--- src/rtl/regfile_pkg.sv ---
// regfile_pkg: register-file geometry and helpers shared by the write arbiter and the register file
//   XLEN     data width of one register
//   AW       register address width
//   NREG     number of architectural registers
//   REG_ZERO address of the hard-wired zero register
//   GIDW     width of the exported grant index
//   DCW      width of the x0-drop counter
//   sat_inc  saturating increment for DCW-wide counters
package regfile_pkg;
  localparam int XLEN = 32;
  localparam int AW = 5;
  localparam int NREG = 32;
  localparam logic [AW-1:0] REG_ZERO = 5'd0;
  localparam int GIDW = 3;
  localparam int DCW = 16;
  function automatic logic [DCW-1:0] sat_inc(input logic [DCW-1:0] v);
    return &v ? v : v + 1'b1;
  endfunction
endpackage

--- src/rtl/regfile_wr_arbiter_rr_arbiter.sv ---
// rr_arbiter: generic N-wide round-robin arbiter owning its pointer register
//   clk, rst   clock, synchronous active-high reset
//   req_i      request vector
//   advance_i  a grant was taken this cycle; the pointer moves to the winner
//   gnt_o      one-hot grant (zero when nothing requests)
//   idx_o      binary index of the granted requester
module rr_arbiter #(
  parameter int N = 2,
  localparam int IW = $clog2(N)
) (
  input  logic          clk,
  input  logic          rst,
  input  logic [N-1:0]  req_i,
  input  logic          advance_i,
  output logic [N-1:0]  gnt_o,
  output logic [IW-1:0] idx_o
);
  logic [IW-1:0] last_q, last_d, cand;
  // Scan from farthest to nearest after the last winner so the nearest valid request wins.
  always_comb begin
    gnt_o = '0;
    idx_o = '0;
    cand = '0;
    for (int k = N; k >= 1; k--) begin
      cand = IW'((int'(last_q) + k) % N);
      if (req_i[cand]) begin
        gnt_o = '0;
        gnt_o[cand] = 1'b1;
        idx_o = cand;
      end
    end
    last_d = advance_i ? idx_o : last_q;
  end
  // Reset parks the pointer at N-1 so requester 0 wins the first contention.
  always_ff @(posedge clk)
    if (rst) last_q <= IW'(N - 1);
    else last_q <= last_d;
endmodule

--- src/rtl/regfile_wr_arbiter.sv ---
// regfile_wr_arbiter: round-robin sharing of the register-file write port among NREQ writeback sources
//   clk, rst   clock, synchronous active-high reset
//   req_valid  per-requester write pending
//   req_ready  per-requester accept (one-hot or zero, forced low during reset)
//   req_rd     per-requester destination register, packed AW bits each
//   req_data   per-requester write data, packed XLEN bits each
//   WE3/A3/WD3 register-file write port, driven one cycle after acceptance
//   grant_id   requester whose write is on the port, zero-extended
//   drop_cnt   saturating count of accepted writes to x0
module regfile_wr_arbiter #(
  parameter int NREQ = 2,
  parameter int XLEN = regfile_pkg::XLEN,
  parameter int AW = regfile_pkg::AW
) (
  input  logic                 clk,
  input  logic                 rst,
  input  logic [NREQ-1:0]      req_valid,
  output logic [NREQ-1:0]      req_ready,
  input  logic [NREQ*AW-1:0]   req_rd,
  input  logic [NREQ*XLEN-1:0] req_data,
  output logic                 WE3,
  output logic [AW-1:0]        A3,
  output logic [XLEN-1:0]      WD3,
  output logic [2:0]           grant_id,
  output logic [15:0]          drop_cnt
);
  import regfile_pkg::*;
  localparam int IW = $clog2(NREQ);
  logic [NREQ-1:0] gnt;
  logic [IW-1:0] win;
  logic xfer, x0;
  logic [AW-1:0] rd_w;
  logic [XLEN-1:0] data_w;
  logic we_q, we_d;
  logic [AW-1:0] a3_q, a3_d;
  logic [XLEN-1:0] wd_q, wd_d;
  logic [IW-1:0] gid_q, gid_d;
  logic [DCW-1:0] dc_q, dc_d;
  rr_arbiter #(.N(NREQ)) u_rr (
    .clk      (clk),
    .rst      (rst),
    .req_i    (req_valid),
    .advance_i(xfer),
    .gnt_o    (gnt),
    .idx_o    (win)
  );
  assign req_ready = rst ? '0 : gnt;
  assign xfer = |req_ready;
  assign rd_w = req_rd[int'(win)*AW +: AW];
  assign data_w = req_data[int'(win)*XLEN +: XLEN];
  assign x0 = rd_w == '0;
  // x0 writes are consumed and counted but never reach the port.
  always_comb begin
    we_d = xfer & ~x0;
    a3_d = xfer ? rd_w : a3_q;
    wd_d = xfer ? data_w : wd_q;
    gid_d = xfer ? win : gid_q;
    dc_d = (xfer & x0) ? sat_inc(dc_q) : dc_q;
  end
  always_ff @(posedge clk)
    if (rst) begin
      we_q <= 1'b0;
      a3_q <= '0;
      wd_q <= '0;
      gid_q <= '0;
      dc_q <= '0;
    end else begin
      we_q <= we_d;
      a3_q <= a3_d;
      wd_q <= wd_d;
      gid_q <= gid_d;
      dc_q <= dc_d;
    end
  // A write registered just before reset must not reach the register file while reset is held.
  assign WE3 = we_q & ~rst;
  assign A3 = a3_q;
  assign WD3 = wd_q;
  assign grant_id = GIDW'(gid_q);
  assign drop_cnt = dc_q;
endmodule

--- config.mk ---
export PLATFORM = sky130hd
export DESIGN_NAME = regfile_wr_arbiter
export DESIGN_NICKNAME = d
export VERILOG_FILES = /design/src/rtl/regfile_pkg.sv /design/src/rtl/regfile_wr_arbiter_rr_arbiter.sv /design/src/rtl/regfile_wr_arbiter.sv
export SDC_FILE = /design/constraint.sdc
export NUM_CORES = 1
export LEC_CHECK = 0
export BUFFER_PORTS_ARGS = -buffer_cell sky130_fd_sc_hd__buf_4
export CAP_MARGIN = 20
export CELL_PAD_IN_SITES_DETAIL_PLACEMENT = 1
export CELL_PAD_IN_SITES_GLOBAL_PLACEMENT = 1
export CORE_UTILIZATION = 35
export CTS_CLUSTER_SIZE = 12
export DETAILED_ROUTE_END_ITERATION = 10
export PLACE_DENSITY = 0.82
export RECOVER_POWER = 100
export SLEW_MARGIN = 30
export SYNTH_ARGS = -nofsm -noshare
export SYNTH_HDL_FRONTEND = slang
export SYNTH_SLANG_ARGS = --single-unit
--- constraint.sdc ---
create_clock -name clk -period 3.55 [get_ports clk]
set_clock_uncertainty 0.05 [all_clocks]
set_input_delay 0 -clock clk [delete_from_list [all_inputs] [get_ports clk]]
set_output_delay 0 -clock clk [all_outputs]
set_load 0.05 [all_outputs]
# Word-level counts from Yosys, hierarchy flattened
# Index checks and enable logic that the tools add are counted.
[word_totals] reg_bits=56 in_bits=78 elab_cells=41 out_inout_bits=59
[op_classes] n_reduce_logical=6 n_mul=1 add_sub_neg=3 bitwise_logic=6 shifts=2 magnitude_cmp=4 muxes=13
[op_table] operator="$shiftx 64x7->32" n=1
[op_table] operator="$add 16x1->16 const B" n=1
[op_table] operator="$reduce_and 16->1" n=1
[op_table] operator="$shiftx 10x5->5" n=1
[op_table] operator="$mux 1" n=8
[op_table] operator="$mux 2" n=3
[op_table] operator="$logic_not 5->1" n=1
[op_table] operator="$lt 1x2->1 const B" n=2
[op_table] operator="$mul 1x3->4 const B" n=1
[op_table] operator="$and 1x1->1" n=3
[op_table] operator="$not 1->1" n=3
[op_table] operator="$add 1x1->1 const B" n=2
[op_table] operator="$demux 1 s1" n=2
[op_table] operator="$ge 1x1->1 const B" n=2
[op_table] operator="$logic_and 1x1->1" n=2
[op_table] operator="$reduce_and 2->1" n=1
[op_table] operator="$reduce_or 2->1" n=1

# Logic depth before layout (Yosys ltp)
[logic_depth] word_depth=11 depth_mapped=7

# Cells and area by module
# Synthesis repeated with hierarchy kept, for this count alone.
[hier_totals] cells_unflattened=285 area_unflattened_um2=2718.9
[by_module_without_submodules] mod="regfile_wr_arbiter" n_inst=1 area_each_um2=2657.5 seq_area_each_um2=1101.1 cells_each=278
[by_module_without_submodules] mod="rr_arbiter" n_inst=1 area_each_um2=61.3 seq_area_each_um2=20.0 cells_each=7

# Least setup slack after synthesis
# No wires, ideal clock.
[synth_path] path_type="reg2reg" from="reg dc_q[0], in the netlist drop_cnt[0]" to="reg dc_q[10], in the netlist drop_cnt[10]" n_path_buf=0 arrival_ps=2257 t_required_ps=3379 period_less_slack_ps=2428 setup_time_ps=121 setup_slack_ps=1122 stages_incl_launch_ff=6 cell_sequence="dfxtp_1 ha_1 nand3_1 nor4_1 nor3_1 mux2_2"
[synth_via] elab_chain_cells=3
[synth_lines] item="start: declaration" line_no="regfile_wr_arbiter.sv:38" source="logic [DCW-1:0] dc_q, dc_d;"
[synth_lines] item="start signal: assignment" line_no="regfile_wr_arbiter.sv:66" source="dc_q <= '0;"
[synth_lines] item="start signal: assignment" line_no="regfile_wr_arbiter.sv:72" source="dc_q <= dc_d;"
[synth_lines] item="branches (longest 3 deep; another with $add 16x1->16)"
# Parallel ways; which one is timed is not known.
# A chain may end at the register's enable or synchronous reset.

# Final worst setup path
[layout_path] from="in req_valid[1]" to="reg wd_q[25], in the netlist WD3[25]"
[layout_via] elab_chain_cells=6
[layout_lines] item="start: declaration" line_no="regfile_wr_arbiter.sv:17" source="input logic [NREQ-1:0] req_valid,"
[layout_lines] item="branches (longest 6 deep; another with $shiftx 64x7->32)"
[layout_lines] item="end signal: assignment" line_no="regfile_wr_arbiter.sv:70" source="wd_q <= wd_d;"
[layout_lines] item="end: declaration" line_no="regfile_wr_arbiter.sv:36" source="logic [XLEN-1:0] wd_q, wd_d;"
# Parallel ways; which one is timed is not known. The select of a mux whose other input is x is not followed.

==> impl_metrics.yaml <==
global_routing:
  grt_max_degree: 76
  met1_usage_pct: 37.2
  met2_usage_pct: 56.1
  grt_pass1_vias: 3367
  top_usage_layer: "met2"
  grtUsageTotal_pct: 32.1
  grt_pass1_wl_um: 18700
  antenna_found_initial: 0
  use_met3_pct: 8.13
  grt_remaining_overflow: 0
floorplan:
  coreArea_sq_mm: 0.00729
  die_w_um: 89.1
  initial_core_util_pct: 36.4
  die_h_um: 89.1
  die_area_sq_mm: 0.00794
  rows: 31
  ios: 137
power_and_ir_drop:
  power.leakage_nw: 1.68
  powerDensity_mw_per_mm2: 371
  total_power_mw: 1.57
  ir_drop_mv: 0.161
worst_setup_path:
  cp-end-kind: "flip-flop"
  crit_fanout: 37
  path_class: "in -> reg"
  startpoint_type: "input pin"
  cp_data_required_time_ps: 3780
  crit_arrival_ps: 2960
placed_design:
  port_buffers: 134
  place_area_sq_mm: 0.00370
  pre_cts_slack_ps: 1400
  dpl.hpwl_um: 6110
  gp_congestion: 0.731
synthesis:
  syn-cell-area_sq_mm: 0.00266
  seq_area_frac_synth_pct: 42.2
  yosysTopAreaCell: "dfxtp_1"
  synth-seq-cells: 56
  synthCells: 295
  syn_area_per_cell_sq_um: 9.00
  yosysMostFrequentCell: "dfxtp_1"
  yosysTopAreaCellShare_pct: 42.2
  ys_types: 38
  synth_area_leaders: "dfxtp_1 (42%), mux2i_1 (14%), a211oi_1 (10%)"
  yosys_warnings: 0
  synthArstFlopShare_pct: 0
  synth_edf_count: 0
  synth_flop_cell: "dfxtp_1"
  synthTopCellsByCount: "dfxtp_1 (56), nor2_1 (50), mux2i_1 (37)"
routing:
  routedWlPerCell_um: 21.5
  drt_iter0_markers: 117
  dr_total_vias: 3179
  wirelength_um: 12500
  drc: 0
  vias_per_cell: 5.49
  dr.pass1.iters: 5
  ant_nets: 0
clock_network:
  clk_latency_ps: 320
  htree_levels: 2
  cts-root-buf: "clkbuf_8"
  clk_pin_slew_ps: 110
  cts.sinks: 56
  cts.path.max_buffers: 2
  cts_tree: "yes"
  numCtsBuffers: 5
sta:
  max_slew_margin_pct: 49.0
  max_freq_mhz: 366
  fin_crit_ps: 2730
  hold_ws_ps: -13.7
  setup_viol: 0
  worst_pin_slew_ps: 765
  fin_tns_setup_ps: 0
  drv_slew: 0
  setup_slack_ps: 820
  finalHoldViolations: 2
  final.period_utilization_pct: 76.9
  rsz0062_at_grt: "no"
final_layout:
  insertedDiodeCount: 0
  fin_util_pct: 58.0
  final_layout_size_suffix_gt1_share_pct: 18.8
  postLayoutCellArea_sq_mm: 0.00423
  area_delta_synth_final_pct: 59.1
  fin_nets: 558
status:
  failed_checks: "negative hold slack"
  status: "finished with violations"
min_path:
  min_path_type: "in -> reg"
run:
  maxCapViolations: 0
area by class of cell:
cell class                 count  area, sq um
fill                         896         3070
timing repair buffer         202         1460
multi-input combinational    211         1410
sequential                    56         1120
tap                           99          124
clock buffer                   7         86.3
inverter                       3         11.3
clock inverter                 1         7.51
cells by family (layout without fill, tap and decap cells):
kind of cell             Yosys count  in the layout  synth area share [%]
AO/OA/AOI/OAI                     63             63                  16.8
adder cells (fa/ha/maj)            1              1                 0.471
flip-flops                        56             56                  42.2
other                              1              2                 0.141
AND/OR/NAND/NOR                  104            104                  19.7
multiplexers                      41             41                  15.6
buffers and inverters             29            213                  4.99
state kept, by name, summed over array words and instances (netlist names):
name         count
A3               5
WD3             32
drop_cnt        16
u_rr.last_q      1
we_q             1
gid_q            1
through the flow:
step | instances | hold slack, ps
after floorplan | 296 | 119
after global placement | 505 | 250
after CTS | 579 | 3.53
after global routing | 579 | 5.00
after detailed placement | 505 | 260
final | 579 | -13.7
timing repair:
| action | CTS | global route |
|---|---|---|
| hold buffers | 66 | 0 |
| setup endpoints to repair | 0 | 0 |
| hold endpoints to repair | 38 | 0 |
| gates resized for setup | 0 | 0 |
| buffers inserted | 0 | 0 |
path summary, 6_finish.rpt:
| check | slack [ps] | cells past startpoint | end | from |
|---|---|---|---|---|
| setup reg to reg | 880 | 6 | WD3[25] | u_rr.last_q |
| hold reg to reg | 490 | 2 | drop_cnt[1] | drop_cnt[1] |
| hold / removal | -10 | 3 | WD3[14] | req_data[14] |
| setup / recovery | 820 | 8 | WD3[25] | req_valid[1] |
per-layer routing:
metal / share of wire (%) / wire length [um]
met5: 0 / 0
met3: 6.2 / 774
met1: 40 / 4940
met2: 50 / 6270
met4: 3.9 / 482
cells in the final DEF (no fill, tap or decap), drive strengths merged, types with 2 or more instances in the layout:
cell         count
mux2             4
clkbuf          65
nand3            5
and4             3
conb             2
nor4             4
nor2            50
or4              6
nand2            4
o21ai            3
dfxtp           56
a211oi          36
nand4            7
buf             78
or3              4
a21oi           11
mux2i           37
nor3             9
nor2b            6
o31ai            7
inv              3
dlygate4sd3     66
critical path, cell delays in order:
cell and delay [ps]:
dlygate4sd3_1 530, clkbuf_1 160, nor2b_1 210, nor3_1 240, buf_4 580, mux2i_1 200
a211oi_1 380, dlygate4sd3_1 610
power breakdown:
group	leakage [nW]	switching [mW]	internal, mW	total, mW
clock	0.0445	0.231	0.160	0.390
sequential	0.461	0.0300	0.669	0.699
combinational	1.18	0.299	0.180	0.479
total	1.68	0.559	1.01	1.57
No activity file was read; power rests on OpenSTA's default activity.
